==> src/rtl/dsp_route_scheduler.sv <==
// dsp_route_scheduler: double-buffered routing table for the DSP module bus.
// Software fills a shadow table of input/output selects; the whole table is
// copied to the active outputs in a single cycle on a commit event (commit-now,
// or arm + trigger rising edge, optionally followed by a programmable delay).
// Optional feature macro: ROUTE_SCHED_DELAY_EN adds the DELAY register and
// the DELAY state; without it an armed trigger commits on the next cycle.
//
// state    | meaning
// ST_IDLE  | no commit pending
// ST_ARMED | waiting for a trigger rising edge
// ST_DELAY | counting down from DELAY to the commit cycle
module dsp_route_scheduler #(
  parameter int MODULES     = 8,
  parameter int LOG_MODULES = 4,
  parameter int DEFAULT_IN  = 10,
  parameter int DELAY_BITS  = 32
) (
  input  logic                           clk_i,
  input  logic                           rstn_i,
  input  logic                           trig_i,
  input  logic [15:0]                    sys_addr,
  input  logic [31:0]                    sys_wdata,
  input  logic                           sys_wen,
  input  logic                           sys_ren,
  output logic [31:0]                    sys_rdata,
  output logic                           sys_ack,
  output logic                           sys_err,
  output logic [MODULES*LOG_MODULES-1:0] in_sel_o,
  output logic [MODULES*2-1:0]           out_sel_o,
  output logic                           commit_o,
  output logic                           busy_o
);

  localparam int IDX_W = (MODULES > 1) ? $clog2(MODULES) : 1;

  typedef enum logic [1:0] {
    ST_IDLE  = 2'd0,
    ST_ARMED = 2'd1,
    ST_DELAY = 2'd2
  } state_t;

  state_t                 state_q;
  logic                   trig_q;
  logic                   commit_q;
  logic [31:0]            commits_q;
  logic [LOG_MODULES-1:0] sh_in_q  [MODULES];
  logic [LOG_MODULES-1:0] act_in_q [MODULES];
  logic [1:0]             sh_out_q [MODULES];
  logic [1:0]             act_out_q[MODULES];
  logic                   ack_q;
  logic                   err_q;
  logic [31:0]            rdata_q;
`ifdef ROUTE_SCHED_DELAY_EN
  logic [DELAY_BITS-1:0]  delay_q;
  logic [DELAY_BITS-1:0]  cnt_q;
`endif

  logic [7:0]       page;
  logic [IDX_W-1:0] idx;
  logic             idx_ok;
  logic             wr_ctrl, arm_req, now_req, abort_req;
  logic             wr_sh_in, wr_sh_out;
  logic             trig_rise;
  logic             do_commit;
  logic [31:0]      rd_c;
  logic             err_c;
  logic             unused_wdata;

  assign page      = sys_addr[15:8];
  assign idx       = sys_addr[IDX_W+1:2];
  assign idx_ok    = (sys_addr[1:0] == 2'b00) && (sys_addr[7:2] < 6'(MODULES));
  assign wr_ctrl   = sys_wen && (sys_addr == 16'h0000);
  assign arm_req   = wr_ctrl && sys_wdata[0];
  assign now_req   = wr_ctrl && sys_wdata[1];
  assign abort_req = wr_ctrl && sys_wdata[2];
  assign wr_sh_in  = sys_wen && (page == 8'h01) && idx_ok;
  assign wr_sh_out = sys_wen && (page == 8'h02) && idx_ok;
  assign trig_rise = trig_i && !trig_q;
  assign unused_wdata = ^sys_wdata;

  assign sys_ack   = ack_q;
  assign sys_err   = err_q;
  assign sys_rdata = rdata_q;
  assign commit_o  = commit_q;
  assign busy_o    = (state_q != ST_IDLE);

  // Commit decision for this cycle; abort overrides every commit source.
  always_comb begin
    do_commit = 1'b0;
    if (abort_req) begin
      do_commit = 1'b0;
    end else if (now_req) begin
      do_commit = 1'b1;
    end else if (state_q == ST_ARMED && trig_rise) begin
`ifdef ROUTE_SCHED_DELAY_EN
      do_commit = (delay_q == '0);
`else
      do_commit = 1'b1;
`endif
    end
`ifdef ROUTE_SCHED_DELAY_EN
    else if (state_q == ST_DELAY && cnt_q == DELAY_BITS'(1)) begin
      do_commit = 1'b1;
    end
`endif
  end

  // Sequencing FSM, commit pulse, commit counter and trigger edge register.
  always_ff @(posedge clk_i or negedge rstn_i) begin
    if (!rstn_i) begin
      state_q   <= ST_IDLE;
      trig_q    <= 1'b0;
      commit_q  <= 1'b0;
      commits_q <= '0;
`ifdef ROUTE_SCHED_DELAY_EN
      cnt_q     <= '0;
`endif
    end else begin
      trig_q   <= trig_i;
      commit_q <= do_commit;
      if (do_commit) commits_q <= commits_q + 32'd1;
      if (abort_req || now_req) begin
        state_q <= ST_IDLE;
      end else begin
        case (state_q)
          ST_IDLE: if (arm_req) state_q <= ST_ARMED;
          ST_ARMED: begin
            if (trig_rise) begin
`ifdef ROUTE_SCHED_DELAY_EN
              if (delay_q == '0) begin
                state_q <= ST_IDLE;
              end else begin
                state_q <= ST_DELAY;
                cnt_q   <= delay_q;
              end
`else
              state_q <= ST_IDLE;
`endif
            end
          end
`ifdef ROUTE_SCHED_DELAY_EN
          ST_DELAY: begin
            if (cnt_q == DELAY_BITS'(1)) state_q <= ST_IDLE;
            else                         cnt_q   <= cnt_q - DELAY_BITS'(1);
          end
`endif
          default: state_q <= ST_IDLE;
        endcase
      end
    end
  end

`ifdef ROUTE_SCHED_DELAY_EN
  // Trigger-to-commit delay register.
  always_ff @(posedge clk_i or negedge rstn_i) begin
    if (!rstn_i) delay_q <= '0;
    else if (sys_wen && sys_addr == 16'h0008) delay_q <= sys_wdata[DELAY_BITS-1:0];
  end
`endif

  // Shadow writes and shadow-to-active copy; the copy sees pre-write shadow values.
  always_ff @(posedge clk_i or negedge rstn_i) begin
    if (!rstn_i) begin
      for (int k = 0; k < MODULES; k++) begin
        sh_in_q[k]   <= LOG_MODULES'(DEFAULT_IN);
        act_in_q[k]  <= LOG_MODULES'(DEFAULT_IN);
        sh_out_q[k]  <= 2'b00;
        act_out_q[k] <= 2'b00;
      end
    end else begin
      if (wr_sh_in)  sh_in_q[idx]  <= sys_wdata[LOG_MODULES-1:0];
      if (wr_sh_out) sh_out_q[idx] <= sys_wdata[1:0];
      if (do_commit) begin
        for (int k = 0; k < MODULES; k++) begin
          act_in_q[k]  <= sh_in_q[k];
          act_out_q[k] <= sh_out_q[k];
        end
      end
    end
  end

  // Flatten the active table onto the routing outputs.
  always_comb begin
    in_sel_o  = '0;
    out_sel_o = '0;
    for (int k = 0; k < MODULES; k++) begin
      in_sel_o[k*LOG_MODULES +: LOG_MODULES] = act_in_q[k];
      out_sel_o[2*k +: 2]                    = act_out_q[k];
    end
  end

  // Read data mux and unmapped-offset detection.
  always_comb begin
    rd_c  = '0;
    err_c = 1'b0;
    case (sys_addr)
      16'h0000: rd_c = '0;
      16'h0004: rd_c = {30'd0, state_q};
`ifdef ROUTE_SCHED_DELAY_EN
      16'h0008: rd_c = 32'(delay_q);
`else
      16'h0008: rd_c = '0;
`endif
      16'h000C: rd_c = commits_q;
      default: begin
        if (!idx_ok) begin
          err_c = 1'b1;
        end else begin
          case (page)
            8'h01:   rd_c = 32'(sh_in_q[idx]);
            8'h02:   rd_c = 32'(sh_out_q[idx]);
            8'h03:   rd_c = 32'(act_in_q[idx]);
            8'h04:   rd_c = 32'(act_out_q[idx]);
            default: err_c = 1'b1;
          endcase
        end
      end
    endcase
  end

  // Registered bus response, one cycle after the strobe.
  always_ff @(posedge clk_i or negedge rstn_i) begin
    if (!rstn_i) begin
      ack_q   <= 1'b0;
      err_q   <= 1'b0;
      rdata_q <= '0;
    end else begin
      ack_q   <= sys_wen || sys_ren;
      err_q   <= (sys_wen || sys_ren) && err_c;
      rdata_q <= (sys_ren && !err_c) ? rd_c : 32'd0;
    end
  end

endmodule

==> config.mk <==
export PLATFORM = sky130hd
export DESIGN_NAME = dsp_route_scheduler
export DESIGN_NICKNAME = d
export VERILOG_FILES = /design/src/rtl/dsp_route_scheduler.sv
export SDC_FILE = /design/constraint.sdc
export NUM_CORES = 1
export LEC_CHECK = 0
export CORE_MARGIN = 2
export CORE_UTILIZATION = 57
export CTS_CLUSTER_DIAMETER = 120
export CTS_CLUSTER_SIZE = 40
export DETAILED_ROUTE_END_ITERATION = 12
export PLACE_DENSITY = 0.86
export SLEW_MARGIN = 20
export SYNTH_ARGS = -nofsm -noshare
export SYNTH_HDL_FRONTEND = slang
export SYNTH_SLANG_ARGS = --single-unit
==> constraint.sdc <==
create_clock -name clk_i -period 3.68 [get_ports clk_i]
set_input_delay 0.736 -clock clk_i [delete_from_list [all_inputs] [get_ports clk_i]]
set_output_delay 0.736 -clock clk_i [all_outputs]
set_load 0.01 [all_outputs]
== After elaboration in Yosys (flattened, before gate mapping) ==
Index checks and enable logic that the tools add are counted.
Operators by class
  add/subtract/negate cells: 1
  order comparisons: 3
  equal/unequal tests: 10
  mux-type cells: 32
  bitwise operators: 1
  reductions and logical operators: 26
Operators by type and width (number)
  one-hot mux 32 bit (3 select lines): 1
  adder 32 x 1 -> 32 bit, second input constant: 1
  bitwise mux 32 bit: 1
  equality test 16 x 4 -> 1 bit, second input constant: 2
  2-to-1 mux 32 bit: 1
  binary-select mux 4 bit (select 3 bit): 2
  2-to-1 mux 4 bit: 6
  bitwise mux 16 bit: 1
  equality test 16 x 3 -> 1 bit, second input constant: 1
  equality test 8 x 2 -> 1 bit, second input constant: 2
  zero test 16 bit: 1
  2-to-1 mux 2 bit: 8
  one-hot mux 4 bit (4 select lines): 1
  logical AND 1 bit: 14
  binary-select mux 2 bit (select 3 bit): 2
  demux 4 bit (select 3 bit): 1
  equality test 8 x 1 -> 1 bit, second input constant: 1
  equality test 8 x 3 -> 1 bit, second input constant: 1
  OR reduction 4 bit: 2
  demux 2 bit (select 3 bit): 1
  < comparator 6 x 4 -> 1 bit, second input constant: 1
  2-to-1 mux 1 bit: 6
  >= comparator 4 bit, second input constant: 1
  zero test 2 bit: 2
  11 further kinds: 13
Storage, ports and cells
  register bits after elaboration: 166
  input port bits: 53
  output and inout bits: 84
  word-level logic and storage cells: 112

== Depth between registers and ports, before layout ==
Gate-level depths: netlist (run 1).
  depth after elaboration: 8
  gate-level depth with buffers: 8
  gate-level depth less buffers: 5

== Worst setup path after synthesis (run 1) ==
Ideal clock, no wire load.
  kind: input to register
  from: in sys_addr[13]
  to: reg sh_out_q[8] (netlist name)
  setup time: 0.125 ns
  arrival time: 2.484 ns
  required time: 3.555 ns
  setup slack: 1.070 ns
  stages on the path: 4
  buffers on the path: 0
  cells stage by stage: or4_4 > or4_4 > or3_4 > mux2_4
On the way
  longest elaborated chain between the ends: 3
RTL lines
  start, declared: RTL line 21  | input logic [15:0] sys_addr,
  equality test 8 x 2 -> 1 bit: RTL line 77  | assign wr_sh_out = sys_wen && (page == 8'h02) && idx_ok;
  logical AND 1 bit (2 in a row): RTL line 77
  end signal, assigned by index: RTL line 172  | if (wr_sh_out) sh_out_q[idx] <= sys_wdata[1:0];
  end, declared: RTL line 48  | logic [1:0] sh_out_q [MODULES];
Every way passes these cells.
A chain may end at the register's enable or synchronous reset.

== Final worst setup path (run 1) ==
  from: in sys_wen
  to: reg commits_q[21]
On the way
  longest elaborated chain between the ends: 4
  elaborated cells between the ends (all ways): 5
  those cells by class: 2 x mux; 3 x reduce/logical
RTL lines
  start, declared: RTL line 23  | input logic sys_wen,
  logical AND 1 bit (*): RTL line 72  | assign wr_ctrl = sys_wen && (sys_addr == 16'h0000);
  logical AND 1 bit: RTL line 74  | assign now_req = wr_ctrl && sys_wdata[1];
  2-to-1 mux 1 bit: RTL line 92  | end else if (now_req) begin
  2-to-1 mux 1 bit (*): RTL line 90  | if (abort_req) begin
  end signal, assigned: RTL line 121  | if (do_commit) commits_q <= commits_q + 32'd1;
  end, declared: RTL line 45  | logic [31:0] commits_q;
Mark *: on every way between the ends. The rest lies on a longest branch, timed or not.

==> reports/metrics.cfg, run 1 <==
[outcome]
status = complete, no violations

[sta]
worst_pin_slew_ns = 0.723
fin_skew_ns = 0.00823
fin_crit_sh = 0.810
setup_viol = 0
finalSetupTns_ns = 0
drv_slew = 0
setup_ws_ns = 0.698
hold_slack_ns = 0.331
layout_min_cycle_time_ns = 2.98
rsz0062_at_grt = no
slew-limit-headroom = 0.517
max_freq_mhz = 335
hold_viol = 0

[worst_setup_path]
critPathMaxFanout = 30
slowest_delay_ns = 0.60
crit_start = sys_wen
required_ns = 3.96
start_kind = primary input
end_kind = flop
path_cells = clkdlybuf4s50_1 -> nor4b_1 -> and3_1 -> a31oi_2 -> buf_4 -> nor4_1 -> xor2_1
r2r_start = commits_q[2]$_DFFE_PN0P_
critPathBufInv = 2
criticalPathCategory = primary input to flop
critPathTopFamily = simple AND/OR/NAND/NOR gates
cp_slowest_cell = clkdlybuf4s50_1
arrival_ns = 3.26

[clock_network]
postCtsSetupRepairBufs = 0
path_clk_slew_ns = 0.06
htreeDepth = 4
cts_tree = done
clockBufferDepth = 2
clock-sinks = 165
clk_latency_ns = 0.44
cts-root-buf = clkbuf_16
holdBufCountCts = 0
numCtsBuffers = 17
post_cts_resized = 0

[placed_design]
place_congestion = 0.928
hpwl_mm = 12.0
place_ws_ns = 0.331
io_buffer_count = 108

[pwr]
p_int_mw = 2.89
powerDensity_nw_per_um2 = 391
p_sw_mw = 0.809
comb_power_share = 0.041
power_frac_clock = 0.467
sequentialPowerShare = 0.492
p_leak_nw = 4.25
p_total_mw = 3.69
ir_drop_mv = 0.248
sw_frac_of_total = 0.219

[yosys]
yosys_most_used_dff = dfrtp_1
seq_area_frac_synth = 0.553
synth_nets = 624
ys_async_sr_fraction = 1.00
syn_inst = 570
avgSynthCellArea_sq_um = 13.2
ys_warn_count = 0
synth_cell_types = 50
synth_area_sq_um = 7530
synth_seq_cells = 165
synth_edf_count = 0

[die]
die_h_um = 119
start_util = 0.576
die_w_um = 119
io_pins = 137
fp.dieArea_sq_um = 14200
coreArea_sq_um = 13100
fp-row-count = 42

[final_layout]
antenna_cells = 0
final_net_count = 735
areaGrowthSynthToFinish_pct = 25.4
layout-drive-gt1-share = 0.308

[global_route]
antenna_found_initial = 0
grt_max_degree = 79
grt-ovfl-total = 0
grt_pass1_vias = 5175
grt_usage = 0.262
grt_first_pass_wirelength_mm = 28.1

[drt]
vias = 5185
ant_nets = 0
routedWlPerCell_um = 20.1
first_iter_violations = 469
avgViaCountPerCell = 5.96
drcViolationCount = 0
totalWireLength_mm = 17.5
first_pass_iters = 5

[run]
drv_cap = 0

[hold_path]
hp-class = primary input to asynchronous set/reset pin

[synth_stat cells (4+ instances only)]
cell | number | area [sq um]
dfrtp_1 | 133 | 3330
clkbuf_1 | 12 | 45.0
buf_2 | 11 | 55.1
nor3_1 | 15 | 75.1
nand2_1 | 31 | 116
xor2_1 | 27 | 236
buf_1 | 7 | 26.3
nand4_1 | 13 | 81.3
nor4_1 | 20 | 125
xnor2_1 | 4 | 35.0
a31oi_1 | 6 | 37.5
and3_1 | 8 | 50.1
mux4_2 | 20 | 450
mux2_2 | 99 | 1110
nand2b_1 | 7 | 43.8
mux2i_1 | 12 | 120
dfstp_2 | 32 | 841
or4_1 | 4 | 30.0
nand3_1 | 18 | 90.1
nor2_1 | 16 | 60.1
and2_1 | 30 | 188
[stage by stage]
step / cells / cell area, sq um / utilization
2_1_floorplan: 570 / 7530 / -
3_3_place_gp: 838 / 8870 / 0.678
3_5_place_dp: 838 / 8870 / 0.678
4_1_cts: 870 / 9450 / 0.722
5_1_grt: 870 / 9450 / 0.722
6_report: 870 / 9450 / 0.722
[cell type report]
type	instances	area, sq um
sequential	165	4170
fill	840	3640
multi-input combinational	370	3230
timing repair buffer	124	1240
clock buffer	20	447
tap	176	220
clock inverter	12	131
inverter	3	11.3
[placed cells by master (no fill, tap or decap), types with 12 or more instances in the layout]
cell / netlist / layout
dfrtp_1: 133 / 133
clkdlybuf4s50_1: 0 / 107
mux2_2: 99 / 99
dfstp_2: 32 / 32
nand2_1: 31 / 31
and2_1: 30 / 30
xor2_1: 27 / 27
nor4_1: 20 / 20
mux4_2: 20 / 20
nand3_1: 18 / 18
clkbuf_16: 0 / 17
nor2_1: 16 / 15
nor3_1: 15 / 15
nand4_1: 13 / 13
buf_4: 0 / 13
mux2i_1: 12 / 12
[worst paths after layout]
check,to,slack [ns],cells after the start
hold reg to reg,commits_q[31]$_DFFE_PN0P_,0.47,1
max in group asynchronous,in_sel_o[31]$_DFFE_PN1P_,2.41,2
setup reg to reg,commits_q[21]$_DFFE_PN0P_,1.40,5
hold / removal,sys_rdata[13]$_DFF_PN0_,0.33,1
setup / recovery,commits_q[21]$_DFFE_PN0P_,0.70,7
min in group clk_i,commits_q[31]$_DFFE_PN0P_,0.47,1
[per-layer routing]
metal / routed length, um / share of wire / global-route usage / up-vias
met3: 1150 / 0.065 / 0.0532 / 30
met2: 9010 / 0.51 / 0.437 / 230
met4: 361 / 0.021 / 0.107 / 0
li1: - / - / - / 2303
met1: 7000 / 0.40 / 0.336 / 2622
met5: 0 / 0 / 0 / -
[sequential cells by signal, summed over array words and instances, names as in the netlist]
| signal | flops |
|---|---|
| commit_o | 1 |
| commits_q | 32 |
| in_sel_o | 32 |
| out_sel_o | 16 |
| sh_in_q | 32 |
| sh_out_q | 16 |
| state_q | 1 |
| sys_ack | 1 |
| sys_err | 1 |
| sys_rdata | 32 |
| trig_q | 1 |
[cell families after synthesis]
| kind of cell | after synthesis | synth area share |
|---|---|---|
| simple gates | 186 | 0.144 |
| fa+ha+maj | 1 | 0.00166 |
| buf+inv | 35 | 0.0196 |
| xor+xnor | 31 | 0.0360 |
| compound gates | 19 | 0.0176 |
| flops | 165 | 0.553 |
| mux | 133 | 0.228 |
[power groups by stage]
stage | registers [mW] | clock network (mW) | logic, mW
2_1_floorplan | 1.85 | 0 | 0.0547
3_5_place_dp | 1.85 | 0 | 0.151
3_3_place_gp | 1.85 | 0 | 0.147
6_report | 1.82 | 1.73 | 0.150
4_1_cts | 1.82 | 1.75 | 0.152
5_1_grt | 1.82 | 1.82 | 0.165
(Power assumes the default switching activity.)
==> inputs of run 2 (changes only) <==
CORE_UTILIZATION = 53   (was 57)
PLACE_DENSITY = 0.81   (was 0.86)
clock period = 3 ns   (was 3.68 ns; I/O delays follow)
==> reports/metrics.cfg, run 2 (synthesis gave the netlist of run 1 again) <==
[die]
die_h_um = 123  ; +3.6%
fp.dieArea_sq_um = 15200  ; +7.3%
start_util = 0.543  ; -0.0330
fp-row-count = 43  ; +2.4%
die_w_um = 123  ; +3.6%
coreArea_sq_um = 13900  ; +6.1%
io_pins = 137  ; unchanged

[drt]
first_pass_iters = 4  ; -1
avgViaCountPerCell = 5.87  ; -1.6%
totalWireLength_mm = 17.3  ; -1.1%
drcViolationCount = 0  ; unchanged
routedWlPerCell_um = 19.5  ; -3.4%
vias = 5220  ; +0.68%
first_iter_violations = 413  ; -12%
ant_nets = 0  ; unchanged

[worst_setup_path]
r2r_cells = 5  ; unchanged
path_cells = clkdlybuf4s50_1 -> or4_4 -> nor4_1 -> nand4_1 -> nor3b_2 -> buf_4 -> mux2_2
cp_slowest_cell = or4_4
required_ns = 3.32  ; -0.64 ns
r2r_start = commits_q[2]$_DFFE_PN0P_
end_kind = flop
arrival_ns = 2.95  ; -0.31 ns
critPathMaxFanout = 4  ; -87%
slowest_delay_ns = 0.57  ; -0.03 ns
criticalPathCategory = primary input to flop
r2r_end = commits_q[20]$_DFFE_PN0P_
start_kind = primary input
rrSetupSlack_ns = 0.79  ; -0.61 ns

[hold_path]
hp-class = primary input to asynchronous set/reset pin

[global_route]
antenna_found_initial = 0  ; unchanged
grt_max_degree = 83  ; +5.1%
grt_pass1_vias = 5284  ; +2.1%
grt_usage = 0.245  ; -0.0162
grt_first_pass_wirelength_mm = 27.7  ; -1.3%
grt-ovfl-total = 0  ; unchanged

[pwr]
p_int_mw = 3.53  ; +22%
p_total_mw = 4.55  ; +23%
powerDensity_nw_per_um2 = 473  ; +21%
comb_power_share = 0.042  ; about the same
sw_frac_of_total = 0.224  ; +0.00506
p_leak_nw = 4.35  ; +2.5%
ir_drop_mv = 0.313  ; +26%
p_sw_mw = 1.02  ; +26%
power_frac_clock = 0.468  ; about the same
sequentialPowerShare = 0.490  ; -0.002

[run]
drv_cap = 0  ; unchanged

[clock_network]
postCtsSetupRepairBufs = 0  ; unchanged
post_cts_resized = 0  ; unchanged
clock-sinks = 165  ; unchanged
cts_tree = done
path_clk_slew_ns = 0.07  ; about the same
cts-root-buf = clkbuf_16
holdBufCountCts = 0  ; unchanged
htreeDepth = 4  ; unchanged
clockBufferDepth = 2  ; unchanged
numCtsBuffers = 17  ; unchanged
clk_latency_ns = 0.43  ; about the same

[sta]
fin_skew_ns = 0.00685  ; -0.00138 ns
slew-limit-headroom = 0.540  ; +0.0237
setup_ws_ns = 0.370  ; -0.329 ns
drv_slew = 0  ; unchanged
setup_viol = 0  ; unchanged
worst_pin_slew_ns = 0.687  ; -0.0354 ns
fin_crit_sh = 0.877
hold_viol = 0  ; unchanged
rsz0062_at_grt = no
layout_min_cycle_time_ns = 2.63
max_freq_mhz = 380

[final_layout]
final_net_count = 751  ; +2.2%
layout_commonest_cell = dfrtp_1
final_core_util = 0.693  ; -0.0289
layout_common_cells = dfrtp_1, clkdlybuf4s50_1, mux2_2
areaGrowthSynthToFinish_pct = 27.7
design_area_sq_um = 9620  ; +1.8%
antenna_cells = 0  ; unchanged
layout-drive-gt1-share = 0.325  ; +0.0170

[outcome]
status = complete, no violations

[placed_design]
io_buffer_count = 108  ; unchanged
place_ws_ns = -0.0628  ; -0.394 ns
hpwl_mm = 12.2  ; +1.6%
place_congestion = 0.928  ; about the same
post_dp_cell_area_sq_um = 9040  ; +1.9%

[run 2: cell count changes in the layout (fill, tap and decap cells not counted)]
cell / change
buf_4: +12
buf_12: +4
inv_6: +3
clkinv_2: -2
buf_2: +1
clkbuf_1: -1
clkbuf_8: -1
clkdlybuf4s50_1: -1
clkinv_1: +1
clkinv_4: +1
clkinvlp_4: -1
[run 2: per-layer routing]
layer / wire (um) / global-route usage / vias up
li1: - / - / 2333
met1: 7480 / 0.321 / 2688
met2: 8760 / 0.405 / 172
met3: 748 / 0.0494 / 27
met4: 328 / 0.0966 / 0
met5: 0 / 0 / -
[run 2: power groups by stage]
stage	Combinational, mW	Sequential [mW]	Clock (mW)
2_1_floorplan	0.0671	2.27	0
3_3_place_gp	0.189	2.27	0
3_5_place_dp	0.193	2.27	0
4_1_cts	0.194	2.23	2.15
5_1_grt	0.211	2.23	2.26
6_report	0.192	2.23	2.13
[run 2: final cells by class]
class                      count  area, sq um
tap                          180          225
clock inverter                14          153
fill                         969         4260
timing repair buffer         140         1410
clock buffer                  18          429
multi-input combinational    370         3230
sequential                   165         4170
inverter                       3         11.3
[run 2: worst max path at each step]
stage,cells past startpoint,to,start
floorplan,4,sh_out_q[8]$_DFFE_PN0P_,sys_addr[13]
global placement,8,commits_q[20]$_DFFE_PN0P_,sys_wen
detailed placement,9,commits_q[29]$_DFFE_PN0P_,sys_wen
CTS,9,commits_q[29]$_DFFE_PN0P_,sys_wen
global route,9,commits_q[12]$_DFFE_PN0P_,sys_wen
finish,7,sh_in_q[10]$_DFFE_PN0P_,sys_addr[13]
[run 2: worst max-delay path: cells and delay by family]
kind	cells	cell delay (ns)
muxes	1	0.33
buffers and inverters	2	0.60
and+or+nand+nor	4	1.41
[run 2: stage by stage]
step / TNS [ns] / std cells / hold WS (ns)
floorplan: 0 / 570 / 0.304
global placement: 0 / 858 / 0.454
detailed placement: -0.219 / 858 / 0.457
CTS: 0 / 890 / 0.120
global route: 0 / 890 / 0.132
finish: 0 / 890 / 0.111
